**config.mk**
```make
export PLATFORM = sky130hd
export DESIGN_NAME = ex_flags_stage
export DESIGN_NICKNAME = d
export VERILOG_FILES = /design/src/rtl/ex_flags_stage.sv
export SDC_FILE = /design/constraint.sdc
export NUM_CORES = 1
export LEC_CHECK = 0
export CAP_MARGIN = 25
export CORE_MARGIN = 5
export CORE_UTILIZATION = 36
export DETAILED_ROUTE_END_ITERATION = 8
export GPL_TIMING_DRIVEN = 0
export HOLD_SLACK_MARGIN = 0.03
export PLACE_DENSITY = 0.81
export SYNTH_ARGS = -nofsm -noshare
export SYNTH_HDL_FRONTEND = slang
export SYNTH_SLANG_ARGS = --single-unit
```
**constraint.sdc**
```tcl
create_clock -name clk -period 1.19 [get_ports clk]
set_input_delay 0.119 -clock clk [delete_from_list [all_inputs] [get_ports clk]]
set_output_delay 0.119 -clock clk [all_outputs]
set_load 0.01 [all_outputs]
```
**src/rtl/ex_flags_stage.sv**
```systemverilog
// Execute-stage output register with a {Z,V,N} flag register and branch resolution.
// One register stage carries the ALU result to the next pipeline stage.
// The flag register updates only on accepted, flag-setting opcodes.
// A combinational branch decision is made against the flags.
// Optional feature, selected by the macro EX_FLAG_FWD_EN:
//   defined   - a branch checked in the same cycle as an accepted flag-setting op sees the new flags
//   undefined - branches see only the registered flags; upstream stalls on the flag hazard
module ex_flags_stage (
  input  logic        clk,
  input  logic        rst,
  input  logic        in_valid,
  input  logic [3:0]  aluop,
  input  logic [15:0] aluout,
  input  logic        err,
  input  logic [3:0]  dst_reg,
  input  logic        wr_en,
  input  logic        stall,
  input  logic        flush,
  input  logic        br_chk,
  input  logic [2:0]  br_cond,
  output logic        out_valid,
  output logic [15:0] out_result,
  output logic [3:0]  out_dst_reg,
  output logic        out_wr_en,
  output logic [2:0]  flags,
  output logic        br_taken
);

  // ALU opcodes
  localparam logic [3:0] OpAdd    = 4'd0;
  localparam logic [3:0] OpSub    = 4'd1;
  localparam logic [3:0] OpXor    = 4'd2;
  localparam logic [3:0] OpRed    = 4'd3;
  localparam logic [3:0] OpSll    = 4'd4;
  localparam logic [3:0] OpSra    = 4'd5;
  localparam logic [3:0] OpRor    = 4'd6;
  localparam logic [3:0] OpPaddsb = 4'd7;
  localparam logic [3:0] OpLlb    = 4'd8;
  localparam logic [3:0] OpLhb    = 4'd9;

  // Bit positions inside the flag register {Z,V,N}
  localparam int unsigned FlagZ = 2;
  localparam int unsigned FlagV = 1;
  localparam int unsigned FlagN = 0;

  // Update masks, one bit per flag
  localparam logic [2:0] MaskAll  = 3'b111;
  localparam logic [2:0] MaskZ    = 3'b100;
  localparam logic [2:0] MaskNone = 3'b000;

  // Branch condition codes
  localparam logic [2:0] CondNe  = 3'b000;
  localparam logic [2:0] CondEq  = 3'b001;
  localparam logic [2:0] CondGt  = 3'b010;
  localparam logic [2:0] CondLt  = 3'b011;
  localparam logic [2:0] CondGe  = 3'b100;
  localparam logic [2:0] CondLe  = 3'b101;
  localparam logic [2:0] CondOv  = 3'b110;
  localparam logic [2:0] CondAlw = 3'b111;

  logic        accept;
  logic        advance;
  logic [2:0]  upd_mask;
  logic [2:0]  calc_flags;
  logic [2:0]  new_flags;
  logic [2:0]  flags_d;
  logic [2:0]  eff_flags;
  logic        cond_true;

  logic        valid_q;
  logic [15:0] result_q;
  logic [3:0]  dst_q;
  logic        wr_en_q;
  logic [2:0]  flags_q;

  // Stage control: flush overrides stall, so a flushed cycle always advances
  always_comb begin
    advance = ~stall | flush;
    accept  = in_valid & ~stall & ~flush;
  end

  // Decode which flags the opcode is allowed to write
  always_comb begin
    upd_mask = MaskNone;
    case (aluop)
      OpAdd, OpSub:               upd_mask = MaskAll;
      OpXor, OpSll, OpSra, OpRor: upd_mask = MaskZ;
      OpRed, OpPaddsb, OpLlb,
      OpLhb:                      upd_mask = MaskNone;
      default:                    upd_mask = MaskNone;
    endcase
  end

  // Raw flags from the current ALU result, merged with the held bits by mask
  always_comb begin
    calc_flags        = 3'b000;
    calc_flags[FlagZ] = (aluout == 16'h0000);
    calc_flags[FlagV] = err;
    calc_flags[FlagN] = aluout[15];
    new_flags         = (flags_q & ~upd_mask) | (calc_flags & upd_mask);
    flags_d           = accept ? new_flags : flags_q;
  end

  // Flags seen by the branch evaluator
  always_comb begin
`ifdef EX_FLAG_FWD_EN
    eff_flags = flags_d;
`else
    eff_flags = flags_q;
`endif
  end

  // Branch condition evaluation against the effective flags
  always_comb begin
    cond_true = 1'b0;
    case (br_cond)
      CondNe:  cond_true = ~eff_flags[FlagZ];
      CondEq:  cond_true = eff_flags[FlagZ];
      CondGt:  cond_true = ~eff_flags[FlagZ] & ~eff_flags[FlagN];
      CondLt:  cond_true = eff_flags[FlagN];
      CondGe:  cond_true = eff_flags[FlagZ] | (~eff_flags[FlagZ] & ~eff_flags[FlagN]);
      CondLe:  cond_true = eff_flags[FlagZ] | eff_flags[FlagN];
      CondOv:  cond_true = eff_flags[FlagV];
      CondAlw: cond_true = 1'b1;
      default: cond_true = 1'b0;
    endcase
    br_taken = br_chk & ~rst & cond_true;
  end

  // Valid and write-enable: loaded on accept, cleared on any other advancing edge
  always_ff @(posedge clk) begin
    if (rst) begin
      valid_q <= 1'b0;
      wr_en_q <= 1'b0;
    end else if (advance) begin
      valid_q <= accept;
      wr_en_q <= accept & wr_en;
    end
  end

  // Result and destination: loaded only on accept, otherwise held
  always_ff @(posedge clk) begin
    if (rst) begin
      result_q <= 16'h0000;
      dst_q    <= 4'h0;
    end else if (accept) begin
      result_q <= aluout;
      dst_q    <= dst_reg;
    end
  end

  // Flag register: flags_d already folds in accept and the update mask
  always_ff @(posedge clk) begin
    if (rst) begin
      flags_q <= 3'b000;
    end else begin
      flags_q <= flags_d;
    end
  end

  // Drive registered outputs
  always_comb begin
    out_valid   = valid_q;
    out_result  = result_q;
    out_dst_reg = dst_q;
    out_wr_en   = wr_en_q;
    flags       = flags_q;
  end

endmodule

```
==> impl_results.md <==
- Gpl congestion: between 0.7 and 0.8
- Endpoint class of the critical path: primary output
- Place WS: -0.6076 ns
- Final worst path period share: 115.4%
- YS warnings: 0
- Setup Crit Path Kind: input port to primary output
- DP Area: 0.001624 mm^2
- GR Util All Layers: between 10% and 20%
- Final #Nets: between 200 and 250
- Worst-Margin Slew: 0.4386 ns
- Hold_ws: around 0.18 ns
- Failing checks: negative setup slack
- Largest net degree at the start of global routing: 14
- Design area: between 0.0015 and 0.002 mm^2
- Iter 0 DRT Violations: 30
- CP startpoint: br_cond[1]
- Die height: between 60 and 70 um
- Commonest cells after routing, fill and taps aside: nand2_1, clkdlybuf4s50_1, dlygate4sd2_1
- Root buffer cell: clkbuf_4
- Final setup viols: 1
- # fillers: roughly 250
- Remaining antenna violation count after routing: 0
- Comb power frac: a little under a fifth
- Sequential fraction of the synthesis area: about half
- Layout Cells excl Fill: between 200 and 250
- Fraction of layout cells with a size suffix above 1: ~11%
- Cts bufs inserted: 3
- Area of the multi-input gates: about 500 um^2
- Startpoint Class: input port
- Row cnt: 19
- Max Cap Viol: 0
- Clock skew: 0 ns
- RSZ-0062 raised after global routing: yes
- Slew headroom: 70.76%
- Vias: 1176
- CTS tree: done
- Hold crit path type: input port to flop
- Worst Reg-to-Reg Cells: 3
- Commonest non-fill, non-tap cell in the layout: nand2_1
- Core Area: ~0.0027 mm^2
- Mapped cell area: roughly 1000 um^2
- Sequential cell area: 505.5 um^2
- Leak: about 0.72 nW
- Syn_nets: roughly 160
- Result of the run: finished with violations
- Clk pwr share: 24.6%
- Reg2Reg Setup Slack: between 0.3 and 0.4 ns
- Post-route minimum period: approximately 1.4 ns
- Drt wl/cell: approximately 14 um
- Unique cell type count in the Yosys netlist: 22
- Clock Latency Late Sink: between 0.3 and 0.4 ns
- Slew Viols, Final: 0
- Detailed Routing Iterations Pass 1: 4
- #FFs+latches synth: 25
- Endpoints failing hold: 0
- H-tree depth: 1
- Area growth syn-to-layout: 70.31%
- Fmax: 728.0 MHz
- Worst endpoint required time: roughly 1.1 ns
- Internal power: 1.148 mW
- Peak supply drop: a little over 0.8 mV
- Clock sink count: 25
- Final Util: approximately 63%
- Longest Clk Path Bufs: 2
- I/O Pins: 61
- DR vias/cell: about 5.3
- Initial core utilization: between 30 and 40%
- Net Switching: between 0.3 and 0.4 mW
- Synth Instances: between 100 and 150
- Critical Path AT: around 1.3 ns
- Flop pwr share: 56.8%
- Crit path capture: br_taken
- Syn Area/Cell: roughly 7.9 um^2
- Initial antenna violation count: 0
- Total grt overflow: 0
- Estimated wirelength of the detail-placed design: ~2500 um
- Setup Total Neg Slack: -0.1836 ns
- Die Area: about 0.0039 mm^2
- Vias in the first global route: around 1100
- Total wire length: between 3000 and 4000 um
- Power per Cell Area: around 900 mW/mm^2
- Worst hold start: rst
- Hold-fix buffer count after cts: 0
- Worst Slack Setup Final: -0.1836 ns
- Inst Count DP: 216
- First-pass GRT wire length: 4981 um
- Chip width: 62.57 um
- Sw Share: about a quarter
- Clk pin slew, worst setup/hold paths: around 0.13 ns
- Overall power: 1.532 mW
- DRC: 0
- Port Buffers: just under 60
- CP Max Fanout: 3
- # diodes: 0
-- critical path, cell delays in order --
cell and delay (ns):
clkdlybuf4s50_1 0.52, nand2_1 0.11, o311ai_2 0.25, a31oi_1 0.09
buf_2 0.16
-- routing by layer --
metal / track usage, % / vias up / share of wire [%]
met5: 0 / - / 0
met4: 3.979 / 0 / 0.90
met3: 5.755 / 5 / 8.5
met2: 28.24 / 45 / 53
met1: 15.29 / 559 / 37
li1: - / 567 / -
-- synth_stat cells, drive strengths merged --
cell type,number,area [um^2]
o311ai,1,8.760
nor2b,2,12.51
nor3b,1,12.51
nand4,1,6.260
a21oi,24,120.1
nand3,1,5.000
nand4b,2,17.52
mux2i,1,10.01
o21ai,3,15.01
o41ai,2,17.52
nor4,3,18.77
nor3,3,15.01
nor2,3,11.26
a22oi,1,7.510
or3b,1,8.760
a211o,1,8.760
a31oi,1,6.260
dfxtp,25,500.5
nand2,41,153.9
inv,2,7.510
buf,4,20.02
clkbuf,3,11.26
-- worst min path at each step --
stage                                   to  slack, ns  cells past startpoint
5_1_grt             out_valid$_SDFFE_PP0P_       0.22                      2
3_3_place_gp   out_result[11]$_SDFFE_PP0P_       0.44                      2
4_1_cts         out_result[1]$_SDFFE_PP0P_       0.19                      2
3_5_place_dp    out_result[6]$_SDFFE_PP0P_       0.45                      2
6_report        out_result[1]$_SDFFE_PP0P_       0.18                      2
2_1_floorplan       out_valid$_SDFFE_PP0P_       0.20                      1
-- kinds of logic (layout without fill, tap and decap cells) --
family                 count (synthesis)  count (layout)  synth area share [%]
AOI/OAI and AO/OA                     33              33                 18.49
buffers and inverters                  9              75                 3.900
DFF                                   25              25                 50.31
muxes                                  1               1                 1.006
and+or+nand+nor                       58              58                 26.29
-- power by group through the flow --
stage          Sequential, mW  Clock, mW  Combinational, mW
2_1_floorplan           0.903          0             0.0736
3_3_place_gp            0.891          0              0.277
3_5_place_dp            0.892          0              0.285
4_1_cts                 0.872      0.378              0.271
5_1_grt                 0.875      0.430              0.307
6_report                0.870      0.377              0.284
-- timing repair --
action / CTS / global route
gates resized for setup: 38 / 15
pin swaps: 1 / 2
endpoints found under the setup margin: 48 / 22
gates cloned: 0 / 0
buffers inserted: 0 / 3
-- cell type report --
class | count | share of cell area (%)
Buffer | 7 | 2.290
Multi-Input combinational cell | 92 | 29.39
Inverter | 2 | 0.4431
Timing Repair Buffer | 62 | 34.20
Tap cell | 31 | 2.290
Sequential cell | 25 | 29.84
Clock buffer | 4 | 1.551
(Power assumes the default switching activity.)
